--- config.mk ---
export PLATFORM = sky130hd
export DESIGN_NAME = approx_mul_err_monitor
export DESIGN_NICKNAME = d
export VERILOG_FILES = /design/src/rtl/approx_mul_err_monitor_pkg.sv /design/src/rtl/approx_mul_err_monitor_err_dist_stage.sv /design/src/rtl/approx_mul_err_monitor.sv
export SDC_FILE = /design/constraint.sdc
export NUM_CORES = 1
export LEC_CHECK = 0
export BUFFER_PORTS_ARGS = -buffer_cell sky130_fd_sc_hd__buf_2
export CORE_ASPECT_RATIO = 1.4
export CORE_MARGIN = 3
export CORE_UTILIZATION = 62
export CTS_BUF_LIST = sky130_fd_sc_hd__clkbuf_2 sky130_fd_sc_hd__clkbuf_4 sky130_fd_sc_hd__clkbuf_8
export DETAILED_ROUTE_END_ITERATION = 10
export GPL_ROUTABILITY_DRIVEN = 0
export PLACE_DENSITY_LB_ADDON = 0.2
export SLEW_MARGIN = 20
export SYNTH_ARGS = -nofsm -noshare
export SYNTH_HDL_FRONTEND = slang
export SYNTH_SLANG_ARGS = --single-unit
--- constraint.sdc ---
create_clock -name clk -period 7.7 [get_ports clk]
set_input_delay 0.385 -clock clk [delete_from_list [all_inputs] [get_ports clk]]
set_output_delay 0.385 -clock clk [all_outputs]
set_load 0.03 [all_outputs]
--- src/rtl/approx_mul_err_monitor_pkg.sv ---
// -----------------------------------------------------------------------------
// approx_mul_err_monitor_pkg
//
// Shared definitions for the approximate-multiplier error monitor:
//   - OPW / PW      : operand and product widths of the monitored multiplier
//   - state_t       : window-control FSM states
//   - res_rec_t     : one result record (error count / error sum / worst case),
//                     sized as a container wide enough for any legal
//                     configuration of the monitor
//   - DRAIN_CYCLES  : number of cycles the FSM waits after the last beat so
//                     the datapath pipeline has emptied into the accumulators
//   - max_pw()      : unsigned maximum of two product-width values
// -----------------------------------------------------------------------------
package approx_mul_err_monitor_pkg;

    localparam int OPW = 8;
    localparam int PW  = 2 * OPW;

    // Two datapath stages plus the accumulate register.
    localparam int DRAIN_CYCLES = 3;

    localparam int REC_CNT_W = 32;
    localparam int REC_SUM_W = 32;

    typedef enum logic [1:0] {
        ST_IDLE,
        ST_RUN,
        ST_DRAIN,
        ST_DONE
    } state_t;

    typedef struct packed {
        logic [REC_CNT_W-1:0] cnt;
        logic [REC_SUM_W-1:0] sum;
        logic [PW-1:0]        max;
    } res_rec_t;

    function automatic logic [PW-1:0] max_pw(input logic [PW-1:0] a,
                                             input logic [PW-1:0] b);
        return (a > b) ? a : b;
    endfunction

endpackage

--- src/rtl/approx_mul_err_monitor_err_dist_stage.sv ---
// -----------------------------------------------------------------------------
// err_dist_stage
//
// Two-stage pipeline that scores one multiplier beat: it recomputes the exact
// unsigned product of x and y and produces the error distance |z - x*y|
// together with a flag that is set whenever the distance is non-zero.
//
//   Stage 1: register the operands, the approximate product and the valid bit.
//   Stage 2: exact product, signed subtract one bit wider than the product,
//            magnitude, registered as diff / flag with diff_valid.
//
// Ports:
//   clk, rst_n   clock, asynchronous active-low reset
//   valid        input beat valid (already qualified by the handshake)
//   x, y         multiplier operands, OPW bits each
//   z            approximate product, 2*OPW bits
//   diff_valid   diff / flag hold a scored beat this cycle
//   diff         |z - x*y|, 2*OPW bits
//   flag         diff != 0
//   pending      a beat is still travelling through either stage
// -----------------------------------------------------------------------------
module err_dist_stage #(
    parameter int OPW = 8
) (
    input  logic               clk,
    input  logic               rst_n,
    input  logic               valid,
    input  logic [OPW-1:0]     x,
    input  logic [OPW-1:0]     y,
    input  logic [2*OPW-1:0]   z,
    output logic               diff_valid,
    output logic [2*OPW-1:0]   diff,
    output logic               flag,
    output logic               pending
);

    localparam int PW = 2 * OPW;

    logic           s1_valid;
    logic [OPW-1:0] s1_x;
    logic [OPW-1:0] s1_y;
    logic [PW-1:0]  s1_z;

    logic [PW-1:0]        exact;
    logic signed [PW:0]   delta;
    logic [PW-1:0]        mag;

    // Valid bits carry the pipeline state and must come out of reset empty.
    always_ff @(posedge clk or negedge rst_n) begin
        if (!rst_n) begin
            s1_valid   <= 1'b0;
            diff_valid <= 1'b0;
        end else begin
            s1_valid   <= valid;
            diff_valid <= s1_valid;
        end
    end

    // NOTE: payload registers are deliberately left without reset; they are
    // only ever consumed under their valid bit, so clearing them buys nothing.
    always_ff @(posedge clk) begin
        if (valid) begin
            s1_x <= x;
            s1_y <= y;
            s1_z <= z;
        end
        if (s1_valid) begin
            diff <= mag;
            flag <= (mag != '0);
        end
    end

    // The subtract is one bit wider than the product so a product larger
    // than z shows up as a negative value rather than wrapping; the magnitude
    // then always fits back into PW bits.
    // NOTE: every variable assigned here gets a value on every path, so no
    // latch can be inferred.
    always_comb begin
        exact = PW'(s1_x) * PW'(s1_y);
        delta = $signed({1'b0, s1_z}) - $signed({1'b0, exact});
        mag   = delta[PW] ? PW'(-delta) : PW'(delta);
    end

    assign pending = s1_valid | diff_valid;

endmodule

--- src/rtl/approx_mul_err_monitor.sv ---
// -----------------------------------------------------------------------------
// approx_mul_err_monitor
//
// Streaming error-statistics stage for an approximate unsigned OPWxOPW
// multiplier. A window of n_samples beats (0 counts as 1) is accepted after a
// start pulse; each beat is scored by err_dist_stage and folded into three
// accumulators. When the pipeline has drained, one result record is presented
// and held until res_ready.
//
// Ports:
//   clk, rst_n   clock, asynchronous active-low reset
//   start        one-cycle pulse, honoured only in IDLE
//   n_samples    window length, CNT_W bits
//   in_valid     input beat valid
//   in_ready     registered; high in RUN while the window still needs beats
//   x, y, z      operands and approximate product of the multiplier
//   res_valid    result record valid (DONE)
//   res_ready    result consumer ready
//   err_cnt      number of beats with z != x*y
//   err_sum      saturating sum of |z - x*y|
//   err_max      largest |z - x*y| seen in the window
//   busy         high in RUN or DRAIN
// -----------------------------------------------------------------------------
module approx_mul_err_monitor
    import approx_mul_err_monitor_pkg::*;
#(
    parameter int N_MAX = 65535,
    parameter int SUM_W = 32,
    parameter int CNT_W = $clog2(N_MAX + 1)
) (
    input  logic             clk,
    input  logic             rst_n,
    input  logic             start,
    input  logic [CNT_W-1:0] n_samples,
    input  logic             in_valid,
    output logic             in_ready,
    input  logic [OPW-1:0]   x,
    input  logic [OPW-1:0]   y,
    input  logic [PW-1:0]    z,
    output logic             res_valid,
    input  logic             res_ready,
    output logic [CNT_W-1:0] err_cnt,
    output logic [SUM_W-1:0] err_sum,
    output logic [PW-1:0]    err_max,
    output logic             busy
);

    state_t           state;
    logic [CNT_W-1:0] win_len;
    logic [CNT_W-1:0] beat_cnt;
    logic [1:0]       drain_cnt;

    logic             accept;
    logic             diff_valid;
    logic [PW-1:0]    diff;
    logic             flag;
    logic             pending;
    logic [SUM_W:0]   sum_ext;

    assign accept = in_valid & in_ready;

    err_dist_stage #(
        .OPW (OPW)
    ) u_err_dist (
        .clk        (clk),
        .rst_n      (rst_n),
        .valid      (accept),
        .x          (x),
        .y          (y),
        .z          (z),
        .diff_valid (diff_valid),
        .diff       (diff),
        .flag       (flag),
        .pending    (pending)
    );

    // Window control. in_ready, res_valid and busy are registered alongside
    // the state so none of them depends combinationally on the inputs.
    // NOTE: sequential state is written with non-blocking assignments only, so
    // every register here samples the pre-edge values of the others.
    always_ff @(posedge clk or negedge rst_n) begin
        if (!rst_n) begin
            state     <= ST_IDLE;
            in_ready  <= 1'b0;
            res_valid <= 1'b0;
            busy      <= 1'b0;
            win_len   <= '0;
            beat_cnt  <= '0;
            drain_cnt <= '0;
        end else begin
            case (state)
                ST_IDLE: begin
                    if (start) begin
                        win_len  <= (n_samples == '0) ? CNT_W'(1) : n_samples;
                        beat_cnt <= '0;
                        in_ready <= 1'b1;
                        busy     <= 1'b1;
                        state    <= ST_RUN;
                    end
                end
                ST_RUN: begin
                    if (accept) begin
                        beat_cnt <= beat_cnt + CNT_W'(1);
                        if (beat_cnt + CNT_W'(1) == win_len) begin
                            in_ready  <= 1'b0;
                            drain_cnt <= '0;
                            state     <= ST_DRAIN;
                        end
                    end
                end
                ST_DRAIN: begin
                    // Fixed-length drain covering S1, S2 and the accumulate
                    // register; the pending check keeps it honest if the
                    // pipeline is ever deepened.
                    drain_cnt <= drain_cnt + 2'd1;
                    if (drain_cnt == 2'(DRAIN_CYCLES - 1) && !pending) begin
                        res_valid <= 1'b1;
                        busy      <= 1'b0;
                        state     <= ST_DONE;
                    end
                end
                ST_DONE: begin
                    if (res_ready) begin
                        res_valid <= 1'b0;
                        state     <= ST_IDLE;
                    end
                end
                default: begin
                    state <= ST_IDLE;
                end
            endcase
        end
    end

    // Saturating add: one extra bit catches the carry out of the sum.
    assign sum_ext = {1'b0, err_sum} + (SUM_W + 1)'(diff);

    // Accumulators are cleared only by reset or by an accepted start, so the
    // last result remains readable after the record has been consumed.
    always_ff @(posedge clk or negedge rst_n) begin
        if (!rst_n) begin
            err_cnt <= '0;
            err_sum <= '0;
            err_max <= '0;
        end else if (state == ST_IDLE && start) begin
            err_cnt <= '0;
            err_sum <= '0;
            err_max <= '0;
        end else if (diff_valid) begin
            err_cnt <= err_cnt + CNT_W'(flag);
            err_sum <= sum_ext[SUM_W] ? '1 : sum_ext[SUM_W-1:0];
            err_max <= max_pw(err_max, diff);
        end
    end

endmodule

## Word-level counts from Yosys, hierarchy flattened

Index checks and enable logic that the tools add are counted.
Widths: inputs -> output; s select.

| word-level totals | value |
|---|---|
| flip-flop bits (word level) | 154 |
| latch bits | 0 |
| bits in writable memories | 0 |
| ROM bits | 0 |
| input port bits | 53 |
| output and inout bits | 67 |
| logic and storage cells | 88 |
| memories kept | 0 |

| cells by class | value |
|---|---|
| add/subtract/negate cells | 6 |
| multipliers | 1 |
| divide/modulo/power cells | 0 |
| order comparisons | 1 |
| eq/ne operators | 11 |
| shifts and indexed selects | 0 |
| muxes and demuxes | 31 |
| bitwise gates (word level) | 2 |
| reduce and logical (&&, ||, !) cells | 19 |

Operators by type and width:

| cell | count |
|---|---|
| $mux 16 | 9 |
| $mux 32 | 3 |
| $add 32x16->33 | 1 |
| $pmux 16 s2 | 1 |
| $sub 16x16->17 | 1 |
| $add 16x1->16 | 1 |
| $add 16x1->16 const B | 1 |
| $eq 16x16->1 | 1 |
| $gt 16x16->1 | 1 |
| $logic_not 16->1 | 1 |
| $mul 8x8->16 | 1 |
| $neg 16->16 | 1 |
| $reduce_bool 16->1 | 1 |
| $mux 2 | 7 |
| $reduce_and 3->1 | 4 |
| $ne 2x2->1 const B | 5 |
| $reduce_bool 2->1 | 5 |
| $pmux 2 s4 | 1 |
| $eq 2x2->1 const B | 3 |
| $mux 1 | 6 |
| $pmux 1 s2 | 3 |
| $reduce_and 5->1 | 1 |
| $pmux 2 s2 | 1 |
| $reduce_and 2->1 | 2 |
| 9 further kinds | 10 |

## Longest topological paths before layout

Gate-level depths: netlist of the first run.

| depth | value |
|---|---|
| word-level depth | 5 |
| mapped depth | 22 |

## Cells and area by module

Synthesis of the first run repeated with hierarchy kept, for this count alone.

| unflattened totals | value |
|---|---|
| cell total of the unflattened synthesis | 1,196 |
| area total of the unflattened synthesis | 11,367.2 µm² |

Modules (own cells, without submodules):

| module | instances | cells each | area an instance (µm²) | seq. area each (µm²) |
|---|---|---|---|---|
| approx_mul_err_monitor | 1 | 698 | 6,387.4 | 2,577.5 |
| err_dist_stage | 1 | 498 | 4,979.8 | 1,521.5 |

## Worst setup path after synthesis of the first run

OpenSTA, ideal clock, no wires.

| timing | value |
|---|---|
| path type | register to register |
| from | register u_err_dist.s1_x[2] |
| to | register u_err_dist.flag, data pin |
| setup time | 272 ps |
| arrival | 5,572 ps |
| path slack | 1,856 ps |
| cell stages (with the launch flop) | 18 |
| path buffers | 1 |
| period minus slack after synthesis | 5,844 ps |
| path through | edfxtp_1 clkbuf_1 nand2_1 fa_1 fa_1 fa_1 inv_1 fa_1 inv_1 ha_1 a21o_1 or4_4 nand2_4 xnor2_2 or4b_4 o41a_1 xnor2_1 or4b_1 |

| between the ends | value |
|---|---|
| word-level cells in the longest chain between the ends | 5 |

RTL lines:

| element | RTL line | source |
|---|---|---|
| start, declared | approx_mul_err_monitor_err_dist_stage.sv:40 | `logic [OPW-1:0] s1_x;` |
| start signal, assigned | approx_mul_err_monitor_err_dist_stage.sv:63 | `s1_x <= x;` |
| $mul 8x8->16 * | approx_mul_err_monitor_err_dist_stage.sv:79 | `exact = PW'(s1_x) * PW'(s1_y);` |
| $sub 16x16->17 * | approx_mul_err_monitor_err_dist_stage.sv:80 | `delta = $signed({1'b0, s1_z}) - $signed({1'b0, exact});` |
| $neg 16->16 | approx_mul_err_monitor_err_dist_stage.sv:81 | `mag = delta[PW] ? PW'(-delta) : PW'(delta);` |
| $mux 16 * | approx_mul_err_monitor_err_dist_stage.sv:81 |  |
| named net u_err_dist.mag[15] | approx_mul_err_monitor_err_dist_stage.sv:46 | `logic [PW-1:0] mag;` |
| $reduce_bool 16->1 * | approx_mul_err_monitor_err_dist_stage.sv:69 | `flag <= (mag != '0);` |
| end signal, assigned | approx_mul_err_monitor_err_dist_stage.sv:69 |  |
| end, declared | approx_mul_err_monitor_err_dist_stage.sv:33 | `output logic flag,` |

Mark *: on every way through the listed nets, which the timed path passes. The rest lies on a longest branch.
A chain may end at the register's enable or synchronous reset.

## Worst setup path in the final report of the first run

| timing | value |
|---|---|
| from | register u_err_dist.s1_x[4] |
| to | register u_err_dist.flag, data pin |

Same word-level chain as after synthesis.

==> results of run 1 <==
-- worst register-to-register path: stages (launching register included) --
cell and delay, ps:
edfxtp_1 500, and2_1 230, fa_1 510, fa_1 560, inv_1 60, fa_1 530
inv_1 50, fa_1 530, inv_1 40, ha_1 400, a21oi_1 100, o31ai_1 360
or2_1 160, a21oi_1 50, or4_1 620, nor2_1 180, xor2_1 100, or2_2 300
and4bb_1 250, or4b_1 430
-- per-stage QoR --
stage / hold slack (ps) / worst slack [ps] / utilization, %
finish: 88.0 / 1480 / 70.3
global route: 68.2 / 1170 / 70.3
CTS: 70.7 / 1470 / 70.3
detailed placement: 376 / 1460 / 68.0
global placement: 375 / 1610 / 68.0
floorplan: 89.4 / 1860 / -
-- layout make-up --
| type | count | area share [%] |
|---|---|---|
| multi-input cells | 852 | 51.8 |
| flip-flops and latches | 154 | 33.2 |
| repair buffers | 127 | 5.35 |
| inverters | 132 | 4.01 |
| well taps | 236 | 2.39 |
| clock buffers | 19 | 2.02 |
| clock inverters | 12 | 1.20 |
-- worst max path at each step --
stage | slack, ps | startpoint | cells after the start | endpoint
6_report | 1480 | u_err_dist.s1_x[4]$_DFFE_PP_ | 19 | u_err_dist.flag$_DFFE_PP_
5_1_grt | 1170 | u_err_dist.s1_x[4]$_DFFE_PP_ | 19 | u_err_dist.flag$_DFFE_PP_
4_1_cts | 1470 | u_err_dist.s1_x[4]$_DFFE_PP_ | 19 | u_err_dist.flag$_DFFE_PP_
3_5_place_dp | 1460 | u_err_dist.s1_x[4]$_DFFE_PP_ | 19 | u_err_dist.flag$_DFFE_PP_
3_3_place_gp | 1610 | u_err_dist.s1_x[4]$_DFFE_PP_ | 19 | u_err_dist.flag$_DFFE_PP_
2_1_floorplan | 1860 | u_err_dist.s1_x[2]$_DFFE_PP_ | 17 | u_err_dist.flag$_DFFE_PP_
-- layout by cell type (no fill, tap or decap), drive strengths merged, types with 4 or more instances in the layout --
master / synthesis / layout
nor2b: 10 / 10
a211oi: 9 / 9
nand2b: 10 / 10
nor2: 62 / 62
buf: 12 / 126
nor3: 25 / 25
mux2i: 9 / 9
edfxtp: 49 / 49
and2: 40 / 40
a311oi: 8 / 8
a21o: 14 / 14
o21bai: 4 / 4
nand4: 13 / 13
dfrtp: 105 / 105
inv: 132 / 135
fa: 52 / 52
o211ai: 4 / 4
nand2: 140 / 140
clkbuf: 32 / 19
a21boi: 5 / 5
xnor2: 39 / 39
a41oi: 4 / 4
or2: 4 / 4
o21ai: 77 / 77
o21a: 8 / 8
nor4: 13 / 13
nand3: 17 / 17
a22o: 17 / 17
a2111oi: 4 / 4
and3: 18 / 18
xor2: 31 / 31
clkinv: 0 / 5
a31oi: 20 / 20
ha: 82 / 82
o31ai: 6 / 6
or3: 13 / 13
a21oi: 62 / 62
-- cells by family after synthesis --
family,count (synthesis)
AOI/OAI and AO/OA,260
xor gates and xnor gates,70
adders and majority gates,134
buffers and inverters,176
DFF,154
muxes,10
and+or+nand+nor,378
-- state kept, by name, summed over array words and instances (netlist names) --
register	cells
err_sum	32
beat_cnt	16
err_cnt	16
err_max	16
u_err_dist.diff	16
u_err_dist.s1_z	16
win_len	16
u_err_dist.s1_x	8
u_err_dist.s1_y	8
drain_cnt	2
state	2
busy	1
in_ready	1
res_valid	1
u_err_dist.diff_valid	1
u_err_dist.flag	1
u_err_dist.s1_valid	1
-- per-layer routing --
layer / vias to the layer above / global-route usage [%] / share of wire (%)
li1: 4290 / - / -
met1: 4289 / 27.7 / 39
met2: 237 / 47.5 / 54
met3: 49 / 3.80 / 4.3
met4: 0 / 9.22 / 2.6
met5: - / 0 / 0
-- what timing repair did --
item | CTS | global route
hold buffers | 1 | 0
buffers inserted | 0 | 0
hold endpoints to repair | 34 | 0
==> run metrics, run 1 <==
pin count of the biggest net entering global routing 72; Area growth, synth to finish 10.4%; area of the mapped netlist 0.0112 mm^2; Congestion Overflow GR 0; drt total wl 24200 um; net count after synthesis 1369; Setup TNS 0 ps; EDFF count, synth 49; routed vias/inst 5.79; period utilization 80.8%; reg2reg setup slack 1480 ps; share of cells above drive strength 1 14.4%; count leader, synth nand2_1; yosys warns 0; Worst path max stage delay 620 ps; WP data arrival 6430 ps; top cells by area, synth dfrtp_1 24%, edfxtp_1 13%, fa_1 9.3%; CP max-delay cell or4_1; Critical Path Fanout Max 8; fraction of the mapped netlist area in compound gates 15.2%; Fin. Hold Viols 0; clock-pin slew of the registers on the worst-case setup and hold paths 80 ps; clk_lat worst skew 470 ps; outcome complete, no violations; mux contribution to synthesized area 0.907%; Hold Crit Depth 1; WP data required 7900 ps; Synth top area share 23.5%; worst r2r path cells 19; first-pass GRT wire length 39500 um; HPWL Detailed 18600 um; crit path kind flop to flop; H-tree depth 4; DRC 0; 1st-pass router iterations 5; Synth Area in Adders 18.5%; final period demand of the worst path 6220 ps; largest family of logic cells by synthesized area adder cells; TritonCTS clock tree done; Worst Hold Class input port to flop; number of cells after detailed placement 1500; fin. max-slew vios 0; area of the multi-input gates 0.00639 mm^2; Slew @ Worst Pin 999 ps; FF+latch area 0.00410 mm^2; routed len/inst 15.8 um; Die Height 165 um; CTS buffer count 17; Critical R2R Launch u_err_dist.s1_x[4]$_DFFE_PP_; nature of the critical path startpoint flop; area of the core 0.0175 mm^2; area leader, netlist dfrtp_1; Post-synth top cells 139 x nand2_1, 130 x inv_1, 105 x dfrtp_1; Worst Min Path Start z[14]; input/output buffers 119; antenna violations before repair 0; Post-CTS Resized 0; Mapped Cells 1182; Synth Register Bits 154; CTS Sinks 154; Max Fclk 161 MHz; Area after DPL 0.0119 mm^2; xor/xnor share of the synthesized area 5.55%; Slew HR 33.4%; Unique masters post-synth 80; non-filler instance count after layout 1532; starting density of the core 63.7%; register area share after synthesis 36.7%; nets 1471; total track usage 24.8%; Crit Reg-Reg Endpoint u_err_dist.flag$_DFFE_PP_; final instance area 0.0123 mm^2; die footprint 0.0197 mm^2; worst path buffer plus inverter count 3; maxcap violations 0; most frequent CP cell fa_1; clock root cell clkbuf_8; Die Wd 119 um; hold path endpoint u_err_dist.s1_z[14]$_DFFE_PP_; Max Buffers Root-to-Sink 2; I/O pins 120; synthesized area per cell 9.46 um^2; CP Capture Type flop; CP cell instances and2_1 > fa_1 > fa_1 > inv_1 > fa_1 > inv_1 > fa_1 > inv_1 > ha_1 > a21oi_1 > o31ai_1 > or2_1 > a21oi_1 > or4_1 > nor2_1 > xor2_1 > or2_2 > and4bb_1 > or4b_1; largest delay contributor family on the critical path adder cells; fraction of registers with async set/reset 68.2%; skew final 15.2 ps; Synth Flop Type dfrtp_1; Rows 57; fill count 1373; DRT iter0 DRCs 540; diode count 0; vias in the first global route 8531; RSZ-0062 raised after global routing no; via count 8865; Final Setup Violations 0; Synth Area in Simple Gates 16.9%; Final ANT Viol Nets 0
Power of run 1 is left out: the tool's default activity adds up to more than one toggle a clock period on the data nets, which glitch-free logic cannot reach.
==> run 2: changes to the inputs <==
--- a/config.mk
+++ b/config.mk
@@ -5,10 +5,11 @@
 export SDC_FILE = /design/constraint.sdc
 export NUM_CORES = 1
 export LEC_CHECK = 0
+export ABC_AREA = 1
 export BUFFER_PORTS_ARGS = -buffer_cell sky130_fd_sc_hd__buf_2
 export CORE_ASPECT_RATIO = 1.4
 export CORE_MARGIN = 3
-export CORE_UTILIZATION = 62
+export CORE_UTILIZATION = 56
 export CTS_BUF_LIST = sky130_fd_sc_hd__clkbuf_2 sky130_fd_sc_hd__clkbuf_4 sky130_fd_sc_hd__clkbuf_8
 export DETAILED_ROUTE_END_ITERATION = 10
 export GPL_ROUTABILITY_DRIVEN = 0
==> constraint.sdc (replaced) <==
create_clock -name clk -period 5.5 [get_ports clk]
set_input_delay 0.275 -clock clk [delete_from_list [all_inputs] [get_ports clk]]
set_output_delay 0.275 -clock clk [all_outputs]
set_load 0.03 [all_outputs]
==> run 2 against run 1 <==
Net effect:
- critical path depth increased by 5
- register-to-register slack lost 1100 ps
- final cell count is 28% higher
- area after synthesis increased by 5.7%
- wire length rose by 17%
- sequential share of layout area shrank 2.6 points
- design area increased by 8.5%
- worst setup slack got worse by 1100 ps
- die area grew 16%
- first-iteration DRC count rose by 4.1%
- utilization is 5.4 points lower
==> run metrics, run 2 <==
yosys warns 0 (unchanged); diode count 0 (unchanged); pin count of the biggest net entering global routing 56 (-22%); CTS buffer count 17 (unchanged); Setup TNS 0 ps (unchanged); area of the mapped netlist 0.0118 mm^2 (+5.7%); commonest non-fill, non-tap cell in the layout nand2_1; Synth Register Bits 154 (unchanged); synthesized area per cell 7.64 um^2 (-19%); share of cells above drive strength 1 12.3% (-2.0 points); Worst path max stage delay 540 ps (-80 ps); die footprint 0.0229 mm^2 (+16%); Die Height 178 um (+7.9%); crit path kind flop to flop; clk_lat worst skew 460 ps (about the same); top cells by area, synth dfrtp_1 22%, nand2_1 14%, edfxtp_1 12%; antenna violations before repair 0 (unchanged); Unique masters post-synth 49 (-39%); most frequent cells in the layout 438 x nand2_1, 302 x inv_1, 118 x buf_2; Critical Path Fanout Max 26 (+18); routed vias/inst 5.34 (-7.7%); CP cell instances nand2_1 > inv_1 > fa_1 > inv_1 > fa_1 > fa_1 > inv_1 > fa_1 > inv_1 > ha_1 > nand2_1 > inv_1 > a21oi_1 > nand2_2 > nand3_2 > nand2_1 > nand2_2 > nand2_8 > nand2_1 > nand3_1 > nor2_1 > nand3_2 > nor2_1 > nand2_1; TritonCTS clock tree done; fin. max-slew vios 0 (unchanged); Worst Min Path Start n_samples[15]; Critical R2R Launch u_err_dist.s1_x[3]$_DFFE_PP_; routed len/inst 14.5 um (-8.3%); Rows 62 (+8.8%); first-pass GRT wire length 47700 um (+21%); vias in the first global route 10565 (+24%); CTS Sinks 154 (unchanged); Area growth, synth to finish 13.3%; reg2reg setup slack 390 ps (-1090 ps); clock root cell clkbuf_8; period utilization 93.0% (+12 points); skew final 25.0 ps (+9.76 ps); nets 1881 (+28%); DRT iter0 DRCs 562 (+4.1%); clock-pin slew of the registers on the worst-case setup and hold paths 110 ps (+30 ps); count leader, synth nand2_1; input/output buffers 119 (unchanged); 1st-pass router iterations 5 (unchanged); Post-synth top cells 438 x nand2_1, 302 x inv_1, 105 x dfrtp_1; drt total wl 28500 um (+17%); Slew HR 50.3% (+17 points); Synth top area share 22.2% (-1.3 points); Hold Crit Depth 3 (+2); RSZ-0062 raised after global routing no; area leader, netlist dfrtp_1; Max Fclk 196 MHz (+22%); net count after synthesis 1734 (+27%); fraction of registers with async set/reset 68.2% (unchanged); CP Capture Type flop; total track usage 25.9% (+1.1 points); Slew @ Worst Pin 744 ps (-255 ps); H-tree depth 4 (unchanged); Biggest register err_sum; outcome complete, no violations; maxcap violations 0 (unchanged); area of the core 0.0206 mm^2 (+18%); worst r2r path cells 24 (+5); Mapped Cells 1547 (+31%); Max Buffers Root-to-Sink 2 (unchanged); Fin. Hold Viols 0 (unchanged); hold path endpoint win_len[15]$_DFFE_PN0P_; via count 10480 (+18%); Worst Hold Class input port to flop; CP max-delay cell fa_1; register area share after synthesis 34.7% (-2.0 points); starting density of the core 57.3% (-6.4 points); EDFF count, synth 49 (unchanged); nature of the critical path startpoint flop; Crit Reg-Reg Endpoint u_err_dist.flag$_DFFE_PP_; Die Wd 129 um (+7.8%); final period demand of the worst path 5110 ps (-1110 ps); WP data arrival 5310 ps (-1120 ps); Congestion Overflow GR 0 (unchanged); Final Setup Violations 0 (unchanged); Synth Flop Type dfrtp_1; Final ANT Viol Nets 0 (unchanged); I/O pins 120 (unchanged); max reg flops 32 (unchanged); HPWL Detailed 22400 um (+20%); DRC 0 (unchanged); WP data required 5700 ps (-2200 ps)
==> run 2: cell types whose count changed after synthesis, sizes merged, moves of 12 or more <==
cell,delta
inv,+179
o22ai,+27
xor2,-18
nand2,+314
and2,-37
and3,-18
xnor2,-29
or3,-13
a31oi,-18
a22o,-12
nand3,+71
nor2,+26
==> run 2: layout make-up <==
| type | instances | area, um^2 |
|---|---|---|
| fill | 1850 | 7240 |
| clock inverter | 14 | 138 |
| timing repair buffer | 162 | 1010 |
| sequential | 154 | 4100 |
| clock buffer | 18 | 241 |
| multi-input combinational | 1047 | 6410 |
| tap | 256 | 320 |
| inverter | 312 | 1170 |
==> run 2: worst max-delay path by stage <==
stage | startpoint | end | slack [ps] | depth (start not counted)
final | u_err_dist.s1_x[3]$_DFFE_PP_ | u_err_dist.flag$_DFFE_PP_ | 390 | 24
after global routing | u_err_dist.s1_x[2]$_DFFE_PP_ | u_err_dist.flag$_DFFE_PP_ | 6 | 22
after CTS | u_err_dist.s1_x[4]$_DFFE_PP_ | u_err_dist.flag$_DFFE_PP_ | 270 | 24
after detailed placement | u_err_dist.s1_x[4]$_DFFE_PP_ | u_err_dist.flag$_DFFE_PP_ | 310 | 24
after global placement | u_err_dist.s1_x[4]$_DFFE_PP_ | u_err_dist.flag$_DFFE_PP_ | 400 | 24
after floorplan | u_err_dist.s1_x[4]$_DFFE_PP_ | u_err_dist.flag$_DFFE_PP_ | 700 | 26
==> run 2: cell families after synthesis <==
| kind of cell | count (synthesis) | synth area share [%] |
|---|---|---|
| simple gates | 695 | 25.5 |
| flops | 154 | 34.7 |
| xor+xnor | 24 | 1.96 |
| compound gates | 194 | 9.26 |
| fa+ha+maj | 134 | 17.5 |
| buf+inv | 346 | 11.1 |
==> run 2: worst max-delay path, delay by kind of cell (launching register included) <==
kind | cells | cell delay [ps]
and+or+nand+nor | 13 | 1410
adders and majority gates | 5 | 2420
DFF | 1 | 530
buffers and inverters | 5 | 260
AOI/OAI and AO/OA | 1 | 210
==> run 2: what timing repair did <==
action	4_1_cts	5_1_grt
buffers inserted	0	2
endpoints found under the setup margin	0	1
hold buffers	35	0
gates resized for setup	0	2
endpoints found under the hold margin	84	0
==> run 2: per-layer routing <==
layer	global-route usage (%)	wire length [um]	vias to the layer above
met5	0	0	-
met2	49.3	15500	284
met3	3.46	1060	77
li1	-	-	5172
met1	28.2	10900	4947
met4	11.1	1070	0
==> run 2: metrics by stage <==
| step | setup WS [ps] | cells | util (%) | instance area [um^2] | hold slack (ps) |
|---|---|---|---|---|---|
| global placement | 400 | 1894 | 61.2 | 12600 | 358 |
| detailed placement | 313 | 1894 | 61.2 | 12600 | 357 |
| finish | 386 | 1963 | 64.9 | 13400 | 27.9 |
| CTS | 275 | 1961 | 64.8 | 13400 | 4.68 |
| global route | 6.10 | 1963 | 64.9 | 13400 | 13.6 |
| floorplan | 704 | 1547 | - | 11800 | -20.6 |
Power of run 2 is left out for the same reason.
